[src/rtl/usb_rx_byte_assembler_pkg.sv]
// usb_rx_pkg: receive-FSM states, SYNC pattern and PID integrity check
package usb_rx_pkg;
  typedef enum logic [1:0] {RX_IDLE, RX_DATA, RX_ABORT} rx_state_e;
  localparam logic [7:0] USB_SYNC_PATTERN = 8'h80;
  function automatic logic pid_check(input logic [7:0] pid);
    return pid[7:4] == ~pid[3:0];
  endfunction
endpackage

[src/rtl/usb_rx_byte_assembler.sv]
// usb_rx_byte_assembler: SYNC hunt, LSB-first byte assembly, PID check and packet framing
module usb_rx_byte_assembler
  import usb_rx_pkg::*;
#(
  parameter int MAX_BYTES = 1026
) (
  input  logic       clk,
  input  logic       nRST,
  input  logic       in_bit,
  input  logic       in_valid,
  input  logic       in_eop,
  output logic [7:0] rx_data,
  output logic       rx_valid,
  output logic       rx_pid,
  output logic       rx_pid_ok,
  output logic       rx_active,
  output logic       rx_sop,
  output logic       rx_eop,
  output logic       rx_error
);
  localparam logic [10:0] MAX_CNT = 11'(MAX_BYTES);
  rx_state_e   state_q;
  logic [7:0]  shreg_q, shreg_d, data_q;
  logic [2:0]  bit_cnt_q;
  logic [10:0] byte_cnt_q;
  logic        valid_q, pid_q, pid_ok_q, active_q, sop_q, eop_q, error_q;
  assign shreg_d = {in_bit, shreg_q[7:1]};
  always_ff @(posedge clk or negedge nRST) begin
    if (!nRST) begin
      state_q    <= RX_IDLE;
      shreg_q    <= '0;
      data_q     <= '0;
      bit_cnt_q  <= '0;
      byte_cnt_q <= '0;
      valid_q    <= 1'b0;
      pid_q      <= 1'b0;
      pid_ok_q   <= 1'b0;
      active_q   <= 1'b0;
      sop_q      <= 1'b0;
      eop_q      <= 1'b0;
      error_q    <= 1'b0;
    end else begin
      valid_q  <= 1'b0;
      pid_q    <= 1'b0;
      pid_ok_q <= 1'b0;
      sop_q    <= 1'b0;
      eop_q    <= 1'b0;
      error_q  <= 1'b0;
      // EOP outranks a coincident bit; a partial byte only counts as an error while still assembling
      if (in_eop && state_q != RX_IDLE) begin
        state_q  <= RX_IDLE;
        shreg_q  <= '0;
        active_q <= 1'b0;
        eop_q    <= 1'b1;
        error_q  <= (state_q == RX_DATA) && (bit_cnt_q != 3'd0);
      end else begin
        case (state_q)
          RX_IDLE: if (in_valid) begin
            shreg_q <= shreg_d;
            if (shreg_d == USB_SYNC_PATTERN) begin
              state_q    <= RX_DATA;
              sop_q      <= 1'b1;
              active_q   <= 1'b1;
              bit_cnt_q  <= '0;
              byte_cnt_q <= '0;
            end
          end
          RX_DATA: if (in_valid) begin
            shreg_q   <= shreg_d;
            bit_cnt_q <= bit_cnt_q + 3'd1;
            if (bit_cnt_q == 3'd7) begin
              if (byte_cnt_q == MAX_CNT) begin
                state_q <= RX_ABORT;
                error_q <= 1'b1;
              end else begin
                data_q     <= shreg_d;
                valid_q    <= 1'b1;
                pid_q      <= byte_cnt_q == 11'd0;
                pid_ok_q   <= (byte_cnt_q == 11'd0) && pid_check(shreg_d);
                byte_cnt_q <= byte_cnt_q + 11'd1;
              end
            end
          end
          RX_ABORT: ;
          default: state_q <= RX_IDLE;
        endcase
      end
    end
  end
  assign rx_data   = data_q;
  assign rx_valid  = valid_q;
  assign rx_pid    = pid_q;
  assign rx_pid_ok = pid_ok_q;
  assign rx_active = active_q;
  assign rx_sop    = sop_q;
  assign rx_eop    = eop_q;
  assign rx_error  = error_q;
endmodule

[config.mk]
export PLATFORM = sky130hd
export DESIGN_NAME = usb_rx_byte_assembler
export DESIGN_NICKNAME = d
export VERILOG_FILES = /design/src/rtl/usb_rx_byte_assembler_pkg.sv /design/src/rtl/usb_rx_byte_assembler.sv
export SDC_FILE = /design/constraint.sdc
export NUM_CORES = 1
export LEC_CHECK = 0
export CAP_MARGIN = 30
export CELL_PAD_IN_SITES_DETAIL_PLACEMENT = 0
export CELL_PAD_IN_SITES_GLOBAL_PLACEMENT = 1
export CORE_UTILIZATION = 39
export CTS_CLUSTER_DIAMETER = 80
export CTS_CLUSTER_SIZE = 16
export DETAILED_ROUTE_END_ITERATION = 8
export PLACE_DENSITY_LB_ADDON = 0.08
export SYNTH_ARGS = -nofsm -noshare
export SYNTH_HDL_FRONTEND = slang
export SYNTH_SLANG_ARGS = --single-unit
[constraint.sdc]
create_clock -name clk -period 2.4 [get_ports clk]
set_clock_uncertainty 0.15 [all_clocks]
set_input_delay 0.36 -clock clk [delete_from_list [all_inputs] [get_ports clk]]
set_output_delay 0.36 -clock clk [all_outputs]
set_load 0.005 [all_outputs]
After elaboration in Yosys (flattened, before gate mapping)
Index checks and enable logic that the tools add are counted.
{ "word_totals": {"latchBits": 0, "ff_bits": 39, "wordCells": 102, "ramBits": 0, "rom_bits": 0, "mem_count": 0, "inputBits": 5} }
{ "classes": {"mux": 49, "mul": 0, "add_sub_neg": 2, "bitwise_logic": 3, "n_reduce_logical": 19, "eq_ne": 17, "shifts": 0, "order_cmp": 0, "n_div": 0} }
{ "op_table": {"columns": ["op", "n"], "rows": [
  ["2-to-1 mux 11 bit", 5],
  ["2-to-1 mux 1 bit", 29],
  ["2-to-1 mux 8 bit", 3],
  ["case mux 11 bit (2 select lines)", 1],
  ["2-to-1 mux 2 bit", 6],
  ["nonzero test 2 bit", 6],
  ["adder 11 x 1 -> 11 bit, second input constant", 1],
  ["== test 11 bit, second input constant", 1],
  ["logical NOT 11 bit", 1],
  ["inequality test 2 bit, second input constant", 5],
  ["AND reduction 5 bit", 2],
  ["2-to-1 mux 3 bit", 3],
  ["inequality test 3 bit, second input constant", 3],
  ["== test 8 bit, second input constant", 1],
  ["AND reduction 7 bit", 1],
  ["inequality test 3 x 2 -> 1 bit, second input constant", 2],
  ["case mux 2 bit (3 select lines)", 1],
  ["case mux 3 bit (2 select lines)", 1],
  ["AND reduction 6 bit", 1],
  ["== test 4 bit", 1],
  ["inverter 4 bit", 1],
  ["adder 3 x 1 -> 3 bit, second input constant", 1],
  ["== test 3 bit, second input constant", 1],
  ["logical AND 1 bit", 3],
  ["9 further kinds", 10]
]} }

Logic depth before layout (Yosys ltp)
Gate-level depths: netlist of the first run.
{ "depth": {"ltp_word": 8, "ltp_mapped": 9, "ltp_nobuf": 8} }

Least setup slack after synthesis of the first run
OpenSTA, ideal clock, no wires.
{ "synth_timing": {"path_type": "register -> register", "from": "register byte_cnt_q[5]", "to": "register data_q[3], in the netlist rx_data[3]", "arrival_ns": 1.944, "n_path_buf": 1, "path_slack_ns": 0.180, "path_stages_with_launch": 7, "setup_time_ns": 0.125, "required_ns": 2.125, "cell_sequence": "dfrtp_1 -> or4_4 -> or3_4 -> nand3_4 -> inv_4 -> buf_6 -> mux2_4"} }
{ "synth_between": {"elab_chain_cells": 3} }
{ "synth_rtl": {"columns": ["item", "line_no", "rtl"], "rows": [
  ["start: declaration", "usb_rx_byte_assembler.sv:25", "logic [10:0] byte_cnt_q;"],
  ["start signal: assignment", "usb_rx_byte_assembler.sv:80", "byte_cnt_q <= byte_cnt_q + 11'd1;"],
  ["== test 11 bit", "usb_rx_byte_assembler.sv:72", "if (byte_cnt_q == MAX_CNT) begin"],
  ["inverter 1 bit (no line)", null, null],
  ["AND reduction 5 bit (no line)", null, null],
  ["end signal: assignment", "usb_rx_byte_assembler.sv:76", "data_q <= shreg_d;"],
  ["end: declaration", "usb_rx_byte_assembler.sv:23", "logic [7:0] shreg_q, shreg_d, data_q;"]
]} }
Every way passes these cells.
A chain may end at the register's enable or synchronous reset.

Worst setup path after layout of the first run
{ "layout_timing": {"from": "register byte_cnt_q[5]", "to": "register data_q[2], in the netlist rx_data[2]"} }
Same word-level chain as after synthesis.

==> results_dict.tcl, run 1 <==
set metrics [dict create \
    syn-num-nets 194 \
    cp_slowest_stage_delay_ps 580 \
    portBuffers 19 \
    slowest_stage "or4_4" \
    ys_top_cells_by_area "dfrtp_1 (50%), nand2_1 (5.6%), ha_1 (4.0%)" \
    power_uw 1530 \
    timing.slew.headroom 0.422 \
    power.internal_uw 1070 \
    start_kind "register" \
    first_global_vias 1463 \
    end_kind "register" \
    initial_utilization 0.420 \
    clock_latency_ps 290 \
    routed_wl_um 4350 \
    synthArstFlopShare 1.00 \
    clk_path_buf_depth 2 \
    grt-ovfl-total 0 \
    antenna_cells 0 \
    p_comb_frac 0.187 \
    synth_flop_cell "dfrtp_1" \
    pin_count 20 \
    grt_start_max_net_pins 39 \
    grt_antenna_before_repair 0 \
    yosysTopAreaCellShare 0.503 \
    die_area_sq_um 5130 \
    worst-setup-path-type "register to register" \
    hpwl_um 3050 \
    worstMarginPinSlew_ps 867 \
    setup_viol 0 \
    vias 1497 \
    min_period_over_period 0.940 \
    dr.pass1.iters 4 \
    synth_seq_cells 38 \
    cts_inserted_buffers 5 \
    timing.hold.ws_ps 21.9 \
    seq_power_share 0.507 \
    p_switching_uw 465 \
    fmax_mhz 443 \
    finish.net_count 223 \
    wire_per_inst_um 16.4 \
    synth_warnings 0 \
    leakage_uw 0.00102 \
    antenna_left 0 \
    tns_ps 0 \
    yosys.area.top_type "dfrtp_1" \
    postCtsSetupBuffers 0 \
    clockRootBuffer "clkbuf_8" \
    p_sw_frac 0.303 \
    dieHeight_um 71.6 \
    ys_seq_area_frac 0.503 \
    synth_edf_count 0 \
    p_per_area_nw_per_um2 673 \
    core_area_sq_um 4500 \
    rrSetupSlack_ps 140 \
    crit_chain "or4_4 -> or3_4 -> nand3_4 -> inv_4 -> mux2_1" \
    peakVddDrop_v 0.000346 \
    rsz0062_at_grt "false" \
    dp.cells 257 \
    grt_pass1_wl_um 7390 \
    syn_inst 183 \
    yosysUniqueCellTypes 38 \
    clock_power_share 0.306 \
    holdBufCountCts 0 \
    dieWidth_um 71.6 \
    cts_resized 0 \
    stdcell_count 265 \
    crit_arrival_ps 2280 \
    post_synth.cell_area_avg_sq_um 10.3 \
    drt-initial-drc-count 127 \
    gp_congestion 0.864 \
    cts_tree "built" \
    clkTransAtPathRegs_ps 80 \
    period_minus_slack_ps 2260 \
    via_per_inst 5.65 \
    drv_cap 0 \
    htreeDepth 2 \
    synth_area_sq_um 1890 \
    fin_util 0.507 \
    grtUsageTotal 0.189 \
    clock_sinks 38 \
    drive_gt1_frac 0.150 \
    area_growth_pct 20.6 \
    outcome "finished clean" \
    drc 0 \
    drv_slew 0 \
    hp-class "input port to async pin" \
    required_ps 2420 \
    hold_viol 0 \
    path_max_fanout 13 \
    placementRows 24 \
]
## cells by family after synthesis
| group | share of synthesized area |
|---|---|
| simple gates | 0.189 |
| compound gates | 0.144 |
| flops | 0.503 |
| buf+inv | 0.0430 |
| mux | 0.0628 |
| fa+ha+maj | 0.0397 |
| xor+xnor | 0.0185 |
## sequential cells by signal, summed over array words and instances (netlist names)
| name | cells |
|---|---|
| rx_data | 8 |
| rx_sop | 1 |
| state_q | 2 |
| rx_error | 1 |
| byte_cnt_q | 11 |
| rx_active | 1 |
| rx_valid | 1 |
| rx_pid | 1 |
| bit_cnt_q | 3 |
| shreg_q | 7 |
| rx_pid_ok | 1 |
| rx_eop | 1 |
## power by group through the flow
stage	registers, uW	clock network (uW)	logic [uW]
final	778	470	287
after global routing	791	509	334
after CTS	779	486	292
after detailed placement	791	0	290
after global placement	788	0	280
after floorplan	770	0	181
## synth_stat cells, types with 2 or more instances
cell type	instances
mux2_1	3
o221ai_1	2
o21ai_0	5
and4_1	2
ha_1	6
inv_1	10
nand4_1	5
xnor2_1	2
nor2b_1	3
xor2_1	2
a41oi_1	5
mux2_4	5
nand2b_1	4
nand3_1	4
a31oi_1	4
nor2_1	8
or4_4	2
o31ai_1	8
nor4_1	3
and3_1	3
nand2_1	28
dfrtp_1	38
clkbuf_1	7
a21oi_1	10
## final timing paths
path / from / end / depth (start not counted)
worst min register to register: rx_data[2] / rx_data[2] / 1
worst max register to register: byte_cnt_q[5] / rx_data[2] / 5
min in group clk: rx_data[2] / rx_data[2] / 1
worst max-delay path: byte_cnt_q[5] / rx_data[2] / 5
max in group asynchronous: nRST / shreg_q[7] / 1
worst min-delay path: nRST / rx_valid / 1
## layout by cell type (no fill, tap or decap), types with 2 or more instances in the layout
| master | n |
|---|---|
| o221ai_1 | 2 |
| mux2_4 | 5 |
| dfrtp_1 | 38 |
| o21ai_0 | 5 |
| xor2_1 | 2 |
| inv_1 | 10 |
| nor4_1 | 3 |
| mux2_1 | 3 |
| and3_1 | 3 |
| and4_1 | 2 |
| nand2b_1 | 4 |
| o31ai_1 | 8 |
| nand2_1 | 28 |
| nand4_1 | 5 |
| clkbuf_8 | 6 |
| nor2_1 | 8 |
| a21oi_1 | 10 |
| nand3_1 | 4 |
| a31oi_1 | 4 |
| or4_4 | 2 |
| nor2b_1 | 3 |
| clkdlybuf4s50_1 | 18 |
| xnor2_1 | 2 |
| ha_1 | 6 |
| buf_4 | 11 |
| a41oi_1 | 5 |
## critical path, delay by kind of cell, from the launching register on
family	cells	cell delay (ps)
and+or+nand+nor	3	1150
muxes	1	310
buffers and inverters	1	90
DFF	1	440
## final cells by class
type / instances / area, sq um
inverter: 11 / 43.8
tap: 52 / 65.1
sequential: 38 / 951
fill: 432 / 2220
clock inverter: 2 / 12.5
clock buffer: 6 / 82.6
timing repair buffer: 30 / 268
multi-input combinational: 126 / 860
## stage by stage
stage	instance area, sq um	setup WS (ps)
5_1_grt	2280	85.1
2_1_floorplan	1890	180
3_3_place_gp	2190	135
3_5_place_dp	2190	65.6
6_report	2280	144
4_1_cts	2280	154
## per-layer routing
| metal | share of wire | up-vias | wire length [um] | GRT usage |
|---|---|---|---|---|
| met2 | 0.45 | 35 | 1970 | 0.274 |
| met1 | 0.49 | 740 | 2120 | 0.280 |
| met4 | 0.011 | 0 | 48 | 0.0566 |
| met3 | 0.048 | 6 | 210 | 0.0450 |
| met5 | 0 | - | 0 | 0 |
| li1 | - | 716 | - | - |
Note: power is estimated with default switching activity, not from simulation.
==> run 2, diff against run 1 <==
Settings changed: CORE_UTILIZATION 39 to 45.
Clock period 2.4 ns to 2.8 ns, I/O delays scaled along.
==> run 2 against run 1 <==
  * Final cell count shrank 3.8%
  * Setup slack gained 390 ps
  * Cell area shrank 2.7%
  * Count of clock-buffer cells in the layout is the same
  * Die area shrank 13%
  * Combinational power shrank 15%
  * Sequential share of layout area grew 1.2 points
  * Register-to-register slack gained 390 ps
  * Critical path depth is the same
  * Critical endpoint is now rx_data[1]
  * Largest power group unchanged
  * Highest routed layer unchanged
==> results_dict.tcl, run 2 (synthesis gave the netlist of run 1 again) <==
set metrics [dict create \
    vias 1454 \
    drc 0 \
    core_area_sq_um 4030 \
    crit_start "byte_cnt_q[5]" \
    dr.pass1.iters 4 \
    p_comb_frac 0.185 \
    antenna_left 0 \
    hold_viol 0 \
    rrSetupSlack_ps 540 \
    holdBufCountCts 0 \
    final_cell_mix "dfrtp_1 (38), nand2_1 (28), clkdlybuf4s50_1 (18)" \
    area_growth_pct 17.3 \
    htreeDepth 2 \
    path_max_fanout 13 \
    hpwl_um 2820 \
    largest_reg_flops 11 \
    largest-register "byte_cnt_q" \
    dieHeight_um 66.8 \
    outcome "finished clean" \
    worstMarginPinSlew_ps 858 \
    start_kind "register" \
    routed_wl_um 4050 \
    drive_gt1_frac 0.117 \
    tns_ps 0 \
    grt_antenna_before_repair 0 \
    wire_per_inst_um 15.9 \
    grtUsageTotal 0.214 \
    clkTransAtPathRegs_ps 80 \
    leakage_uw 0.000982 \
    fmax_mhz 442 \
    peakVddDrop_v 0.000369 \
    grt_start_max_net_pins 39 \
    die_area_sq_um 4470 \
    rsz0062_at_grt "false" \
    cts_tree "built" \
    rr_worst_depth 5 \
    grt-ovfl-total 0 \
    first_global_vias 1389 \
    power.internal_uw 913 \
    seq_power_share 0.511 \
    via_per_inst 5.70 \
    initial_utilization 0.470 \
    dieWidth_um 66.8 \
    drv_slew 0 \
    dp.cells 247 \
    p_per_area_nw_per_um2 590 \
    drv_cap 0 \
    cts_inserted_buffers 5 \
    hp-class "input port to async pin" \
    clock_latency_ps 290 \
    reg2reg_to "rx_data[1]" \
    r2r-start "byte_cnt_q[5]" \
    clockRootBuffer "clkbuf_8" \
    period_minus_slack_ps 2260 \
    p_sw_frac 0.303 \
    fillers 368 \
    worst-setup-path-type "register to register" \
    p_switching_uw 397 \
    clock_sinks 38 \
    finish.net_count 215 \
    setup_viol 0 \
    placementRows 23 \
    antenna_cells 0 \
    postCtsSetupBuffers 0 \
    clock_power_share 0.304 \
    stdcell_count 255 \
    timing.slew.headroom 0.428 \
    grt_pass1_wl_um 6900 \
    end_kind "register" \
    gp_congestion 0.906 \
    min_period_over_period 0.808 \
    cts_resized 0 \
    drt-initial-drc-count 139 \
    clk_path_buf_depth 2 \
    layout_commonest_cell "dfrtp_1" \
    pin_count 20 \
    portBuffers 19 \
    crit_arrival_ps 2290 \
    required_ps 2830 \
]
[run 2: cell types whose count changed in the layout (fill, tap and decap cells not counted), sizes merged]
cell | before | now
buf | 12 | 4
[run 2: worst max-delay path by stage]
stage          slack, ps  depth (start not counted)             to
3_5_place_dp         420                          6     rx_data[1]
2_1_floorplan        580                          6     rx_data[3]
3_3_place_gp         450                          6     rx_data[0]
4_1_cts              560                          5     rx_data[1]
5_1_grt              430                          4  byte_cnt_q[8]
6_report             540                          5     rx_data[1]
[run 2: area by class of cell]
class / instances / area [sq um] / share of cell area
Sequential cell: 38 / 951 / 0.428
Multi-Input combinational cell: 126 / 860 / 0.387
Timing Repair Buffer: 22 / 208 / 0.0936
Clock buffer: 6 / 82.6 / 0.0372
Tap cell: 50 / 62.6 / 0.0282
Inverter: 11 / 43.8 / 0.0197
Clock inverter: 2 / 12.5 / 0.00564
[run 2: power groups by stage]
stage                     Combinational [uW]  Clock, uW  Sequential, uW
after global placement                   237          0             677
after global routing                     280        434             678
after CTS                                246        406             668
after floorplan                          155          0             660
final                                    243        398             669
after detailed placement                 243          0             678
[run 2: worst max-delay path, stage by stage, from the launching register on]
cell	delay, ps
dfrtp_1	430
or4_4	590
or3_4	450
nand3_4	110
inv_4	90
mux2_1	310
[run 2: through the flow]
| stage | cell area [sq um] | total power [uW] | util | hold slack (ps) | worst slack (ps) |
|---|---|---|---|---|---|
| floorplan | 1890 | 815 | - | -25.6 | 580 |
| global placement | 2120 | 914 | 0.527 | 319 | 447 |
| detailed placement | 2120 | 920 | 0.527 | 325 | 415 |
| CTS | 2220 | 1320 | 0.551 | 111 | 556 |
| global route | 2220 | 1390 | 0.551 | 154 | 428 |
| finish | 2220 | 1310 | 0.551 | 81.4 | 538 |
[run 2: routing by layer]
metal	vias to the layer above	wire length, um	global-route usage
met5	-	0	0
met3	8	194	0.0531
met4	0	74	0.0798
met1	695	1980	0.321
li1	704	-	-
met2	47	1800	0.292
